--- src/rtl/div_reconstructor_seq_if.sv ---
// div_reconstructor_seq_if: operand/result handshake bundle for the dividend reconstructor
interface div_reconstructor_seq_if;
  logic        in_valid;
  logic        in_ready;
  logic [7:0]  q;
  logic [7:0]  d;
  logic [7:0]  r;
  logic [15:0] n_ref;
  logic        out_valid;
  logic        out_ready;
  logic [15:0] n_rec;
  logic [15:0] err;
  logic        mismatch;
  modport master (
    output in_valid, q, d, r, n_ref, out_ready,
    input  in_ready, out_valid, n_rec, err, mismatch
  );
  modport slave (
    input  in_valid, q, d, r, n_ref, out_ready,
    output in_ready, out_valid, n_rec, err, mismatch
  );
endinterface

--- src/rtl/div_reconstructor_seq.sv ---
// div_reconstructor_seq: rebuilds q*d+r by 8-step shift-add; DIV_RECON_ERROR_METRIC_EN adds |n_ref-n_rec| check
module div_reconstructor_seq (
  input logic clk,
  input logic rst,
  div_reconstructor_seq_if.slave b
);
  typedef enum logic [1:0] {IDLE, MUL, DONE} state_t;
  state_t      state_q, state_d;
  logic [3:0]  count_q, count_d;
  logic [15:0] acc_q, acc_d;
  logic [15:0] mcand_q, mcand_d;
  logic [7:0]  qs_q, qs_d;
`ifdef DIV_RECON_ERROR_METRIC_EN
  logic [15:0] nref_q, nref_d;
  logic [15:0] err_q, err_d;
  logic        mis_q, mis_d;
`endif
  // next state: accept in IDLE, one shift-add per MUL cycle, hold result in DONE until taken
  always_comb begin
    state_d = state_q;
    count_d = count_q;
    acc_d   = acc_q;
    mcand_d = mcand_q;
    qs_d    = qs_q;
`ifdef DIV_RECON_ERROR_METRIC_EN
    nref_d  = nref_q;
    err_d   = err_q;
    mis_d   = mis_q;
`endif
    case (state_q)
      IDLE: if (b.in_valid) begin
        state_d = MUL;
        qs_d    = b.q;
        mcand_d = {8'h00, b.d};
        acc_d   = {8'h00, b.r};
        count_d = 4'd0;
`ifdef DIV_RECON_ERROR_METRIC_EN
        nref_d  = b.n_ref;
`endif
      end
      MUL: begin
        acc_d   = acc_q + (qs_q[0] ? mcand_q << count_q : 16'h0000);
        qs_d    = qs_q >> 1;
        count_d = count_q + 4'd1;
        if (count_q == 4'd7) begin
          state_d = DONE;
`ifdef DIV_RECON_ERROR_METRIC_EN
          err_d   = nref_q > acc_d ? nref_q - acc_d : acc_d - nref_q;
          mis_d   = err_d != 16'h0000;
`endif
        end
      end
      DONE: if (b.out_ready) state_d = IDLE;
      default: state_d = IDLE;
    endcase
  end
  // state registers; reset aborts any operation in flight
  always_ff @(posedge clk or posedge rst) begin
    if (rst) begin
      state_q <= IDLE;
      count_q <= 4'd0;
      acc_q   <= 16'h0000;
      mcand_q <= 16'h0000;
      qs_q    <= 8'h00;
`ifdef DIV_RECON_ERROR_METRIC_EN
      nref_q  <= 16'h0000;
      err_q   <= 16'h0000;
      mis_q   <= 1'b0;
`endif
    end else begin
      state_q <= state_d;
      count_q <= count_d;
      acc_q   <= acc_d;
      mcand_q <= mcand_d;
      qs_q    <= qs_d;
`ifdef DIV_RECON_ERROR_METRIC_EN
      nref_q  <= nref_d;
      err_q   <= err_d;
      mis_q   <= mis_d;
`endif
    end
  end
  assign b.in_ready  = state_q == IDLE;
  assign b.out_valid = state_q == DONE;
  assign b.n_rec     = acc_q;
`ifdef DIV_RECON_ERROR_METRIC_EN
  assign b.err       = err_q;
  assign b.mismatch  = mis_q;
`else
  logic unused_nref;
  assign unused_nref = ^b.n_ref;
  assign b.err       = 16'h0000;
  assign b.mismatch  = 1'b0;
`endif
endmodule

--- src/flat_wrapper.sv ---
// flat-port wrapper written by rule: the top's interface ports become plain ports
module div_reconstructor_seq_flat 
  (clk, rst, b_in_valid, b_q, b_d, b_r, b_n_ref, b_out_ready, b_in_ready, b_out_valid, b_n_rec, b_err, b_mismatch);
  div_reconstructor_seq_if b_i ();
  input logic clk;
  input logic rst;
  input wire logic [$bits(b_i.in_valid)-1:0] b_in_valid;
  input wire logic [$bits(b_i.q)-1:0] b_q;
  input wire logic [$bits(b_i.d)-1:0] b_d;
  input wire logic [$bits(b_i.r)-1:0] b_r;
  input wire logic [$bits(b_i.n_ref)-1:0] b_n_ref;
  input wire logic [$bits(b_i.out_ready)-1:0] b_out_ready;
  output wire logic [$bits(b_i.in_ready)-1:0] b_in_ready;
  output wire logic [$bits(b_i.out_valid)-1:0] b_out_valid;
  output wire logic [$bits(b_i.n_rec)-1:0] b_n_rec;
  output wire logic [$bits(b_i.err)-1:0] b_err;
  output wire logic [$bits(b_i.mismatch)-1:0] b_mismatch;
  assign b_i.in_valid = b_in_valid;
  assign b_i.q = b_q;
  assign b_i.d = b_d;
  assign b_i.r = b_r;
  assign b_i.n_ref = b_n_ref;
  assign b_i.out_ready = b_out_ready;
  assign b_in_ready = b_i.in_ready;
  assign b_out_valid = b_i.out_valid;
  assign b_n_rec = b_i.n_rec;
  assign b_err = b_i.err;
  assign b_mismatch = b_i.mismatch;
  div_reconstructor_seq u_core (.clk(clk), .rst(rst), .b(b_i));
endmodule
--- config.mk ---
export PLATFORM = sky130hd
export DESIGN_NAME = div_reconstructor_seq_flat
export DESIGN_NICKNAME = d
export VERILOG_FILES = /design/src/rtl/div_reconstructor_seq_if.sv /design/src/rtl/div_reconstructor_seq.sv /design/src/flat_wrapper.sv
export SDC_FILE = /design/constraint.sdc
export NUM_CORES = 1
export LEC_CHECK = 0
export ABC_AREA = 0
export BUFFER_PORTS_ARGS = -buffer_cell sky130_fd_sc_hd__buf_2
export CORE_MARGIN = 2
export CORE_UTILIZATION = 55
export CTS_BUF_LIST = sky130_fd_sc_hd__clkbuf_8
export DETAILED_ROUTE_END_ITERATION = 16
export MAX_ROUTING_LAYER = met4
export PLACE_DENSITY = 0.83
export SLEW_MARGIN = 20
export SYNTH_ARGS = -nofsm -noshare
export SYNTH_HDL_FRONTEND = slang
export SYNTH_SLANG_ARGS = --single-unit
--- constraint.sdc ---
create_clock -name clk -period 4.05 [get_ports clk]
set_input_delay 0.2025 -clock clk [delete_from_list [all_inputs] [get_ports clk]]
set_output_delay 0.2025 -clock clk [all_outputs]
set_load 0.01 [all_outputs]
==> results.yml <==
die:
  core-area_um2: 5140
  die_h_um: 77.1
  initial_core_util: 0.572
  placementRows: 26
  die_x_um: 77.1
  pin_count: 79
  die-area_um2: 5950
cells_and_area:
  diodes: 0
  layout-drive-gt1-share: 0.173
  syn2layout_area_growth_pct: 11.2
  fin_nets: 459
  seqCellArea_um2: 951
  fill_cells: 455
  stdcell_area_um2: 3270
  final_cell_count_no_fill: 469
  final_util: 0.636
  multi_input_area_um2: 1800
timing:
  setup_viol: 0
  finalSetupTns_ns: 0
  drv_slew: 0
  finClkSkew_ns: 0.00877
  fin_crit_sh: 0.863
  slew_headroom: 0.442
  worst_pin_slew_ns: 0.835
  period_minus_slack_ns: 3.49
  timing.fmax_mhz: 286
  finalHoldViolations: 0
  grt_setup_unrepaired: "false"
detailed_routing:
  wirelength_um: 6460
  wl_per_cell_um: 13.8
  dr.first_iter.drc_count: 193
  drc_errors: 0
  viasPerCell: 5.68
  vias: 2662
  ant_nets: 0
  dr.pass1.iters: 6
power:
  vdd_drop_max_uv: 386
  intPower_uw: 1670
  power_frac_seq: 0.257
  power_switching_share: 0.462
  clock_power_share: 0.131
  power.switching_uw: 1430
  power_density_nw_per_um2: 948
  p_leak_uw: 0.00158
  p_comb_frac: 0.612
status:
  status: "finished clean"
critical_path:
  critPathBufInv: 0
  crit_slowest_cell: "dfrtp_1"
  path_delay_family: "compound AO/OA/AOI/OAI gates"
  crit_chain: "mux2_2 -> nand2_1 -> o21ai_0 -> o21ai_0 -> o22ai_1 -> and2_1 -> ha_1 -> a21o_1 -> a21o_1 -> a2111oi_0 -> or3_1 -> o31a_1 -> nand3_1"
  reg2reg_depth: 13
  cp_num_cells: 13
  slowest_delay_ns: 0.75
  end_kind: "flip-flop"
  critPathRequiredTime_ns: 4.23
  cp_max_fo: 17
  path_class: "reg -> reg"
  start_kind: "flip-flop"
  arrival_ns: 3.67
clock_tree:
  cts_buffers: 5
  root_buffer: "clkbuf_8"
  cts.sinks: 38
  clk_pin_slew_ns: 0.08
  cts_tree: "built"
  insertion_delay_ns: 0.29
  ctsHoldBuffers: 0
  cts_buffer_depth: 2
  cts.repair.resized: 0
  htree_num_levels: 2
  post-cts-setup-buffer-count: 0
yosys:
  ys_seq_area_frac: 0.323
  synth_top_area_share: 0.323
  ys.flop_type: "dfrtp_1"
  synthArstFlopShare: 1.00
  yosys_warnings: 0
  synth_cells: 364
  syn_area_per_cell_um2: 8.08
  syn_area_um2: 2940
  synth-seq-cells: 38
  synth_cell_types: 50
  synthTopCellsByArea: "dfrtp_1, nand2_1, ha_1, o21ai_0, buf_4"
  yosysTopAreaCell: "dfrtp_1"
  synth_edf_count: 0
grt:
  grt_pass1_vias: 2395
  grt.total_usage: 0.236
  grt_overflow: 0
  grt_pass1_wl_um: 11100
  antenna_found_initial: 0
  grt_max_degree: 39
placement:
  dpl-instance-area_um2: 3130
  dp_hpwl_um: 4680
  place.detailed.instances: 461
  gp_congestion: 0.959
  io_buffer_count: 45
job:
  drv_cap: 0
hold_path:
  min_path_type: "in -> async"
-- routing by layer --
layer / track usage / up-vias / part of all wire
met3: 0.0435 / 12 / 0.060
li1: - / 1319 / -
met4: 0.0607 / 0 / 0.013
met1: 0.317 / 1222 / 0.46
met5: - / - / 0
met2: 0.372 / 109 / 0.46
-- kinds of logic (layout without fill, tap and decap cells) --
kind of cell / after synthesis / after routing / synth area share
and+or+nand+nor: 143 / 143 / 0.226
other: 1 / 17 / 0.00128
AOI/OAI and AO/OA: 95 / 95 / 0.203
muxes: 15 / 15 / 0.0630
buffers and inverters: 47 / 66 / 0.0847
DFF: 38 / 38 / 0.323
xor gates and xnor gates: 8 / 8 / 0.0238
adders and majority gates: 17 / 17 / 0.0749
-- registers in the layout, summed over array words and instances, names as in the netlist --
signal and count:
u_core.count_q 4, u_core.b.n_rec 16, u_core.state_q 2, u_core.mcand_q 8, u_core.qs_q 8
-- placed cells by master, fill, tap and decap left out, types with 6 or more instances in the layout --
master    synthesis  layout
a21oi_1          14      14
conb_1            1      17
nand2_1          64      64
o21ai_0          29      29
nor2_1           26      26
xnor2_1           6       6
ha_1             16      16
dfrtp_1          38      38
clkbuf_8          0       6
and2_1            7       7
a31oi_1          11      11
nor2b_1          10      10
inv_1             9       9
nand3_1           9       9
a21o_1            6       6
nor3_1            6       6
a211oi_1          6       6
mux2i_1           8       8
buf_2             1      45
-- cell type report --
class / count / area share
Clock inverter: 2 / 0.0184
Clock buffer: 6 / 0.0252
Timing Repair Buffer: 49 / 0.0780
Tap cell: 70 / 0.0268
Multi-Input combinational cell: 295 / 0.550
Sequential cell: 38 / 0.291
Inverter: 9 / 0.0103
-- through the flow --
stage	total power [uW]	setup slack [ns]	hold slack [ns]
floorplan	2280	1.07	0.308
global placement	2620	0.782	0.347
detailed placement	2690	0.667	0.345
CTS	3110	0.595	0.0268
global route	3400	0.319	0.0694
finish	3100	0.556	0.00831
-- worst reg2reg max path, stage by stage (launching register included) --
cell and delay [ns]:
dfrtp_1 0.75, mux2_2 0.42, nand2_1 0.06, o21ai_0 0.14
o21ai_0 0.20, o22ai_1 0.11, and2_1 0.20, ha_1 0.19
a21o_1 0.18, a21o_1 0.20, a2111oi_0 0.49, or3_1 0.22
o31a_1 0.13, nand3_1 0.08
-- final timing paths --
kind / from / endpoint / slack [ns]
setup / recovery: u_core.count_q[0]$_DFFE_PP0P_ / u_core.b.n_rec[14]$_DFFE_PP0P_ / 0.56
hold / removal: rst / u_core.mcand_q[3]$_DFFE_PP0P_ / 0.008
setup reg to reg: u_core.count_q[0]$_DFFE_PP0P_ / u_core.b.n_rec[14]$_DFFE_PP0P_ / 0.56
hold reg to reg: u_core.mcand_q[6]$_DFFE_PP0P_ / u_core.mcand_q[6]$_DFFE_PP0P_ / 0.50
max in group asynchronous: rst / u_core.qs_q[0]$_DFFE_PP0P_ / 3.71
min in group clk: b_d[7] / u_core.mcand_q[7]$_DFFE_PP0P_ / 0.10
-- power groups by stage --
stage	clock network (uW)	registers [uW]	logic, uW
2_1_floorplan	0	723	1560
3_3_place_gp	0	795	1830
3_5_place_dp	0	806	1880
4_1_cts	410	799	1900
5_1_grt	430	834	2130
6_report	406	799	1900
-- Yosys cell counts (7+ instances only) --
| cell | count |
|---|---|
| a21oi_1 | 14 |
| a31oi_1 | 11 |
| and2_1 | 7 |
| buf_4 | 17 |
| clkbuf_1 | 13 |
| dfrtp_1 | 38 |
| ha_1 | 16 |
| inv_1 | 9 |
| mux2i_1 | 8 |
| nand2_1 | 64 |
| nand3_1 | 9 |
| nor2_1 | 26 |
| nor2b_1 | 10 |
| o21ai_0 | 29 |
(Power assumes the default switching activity.)
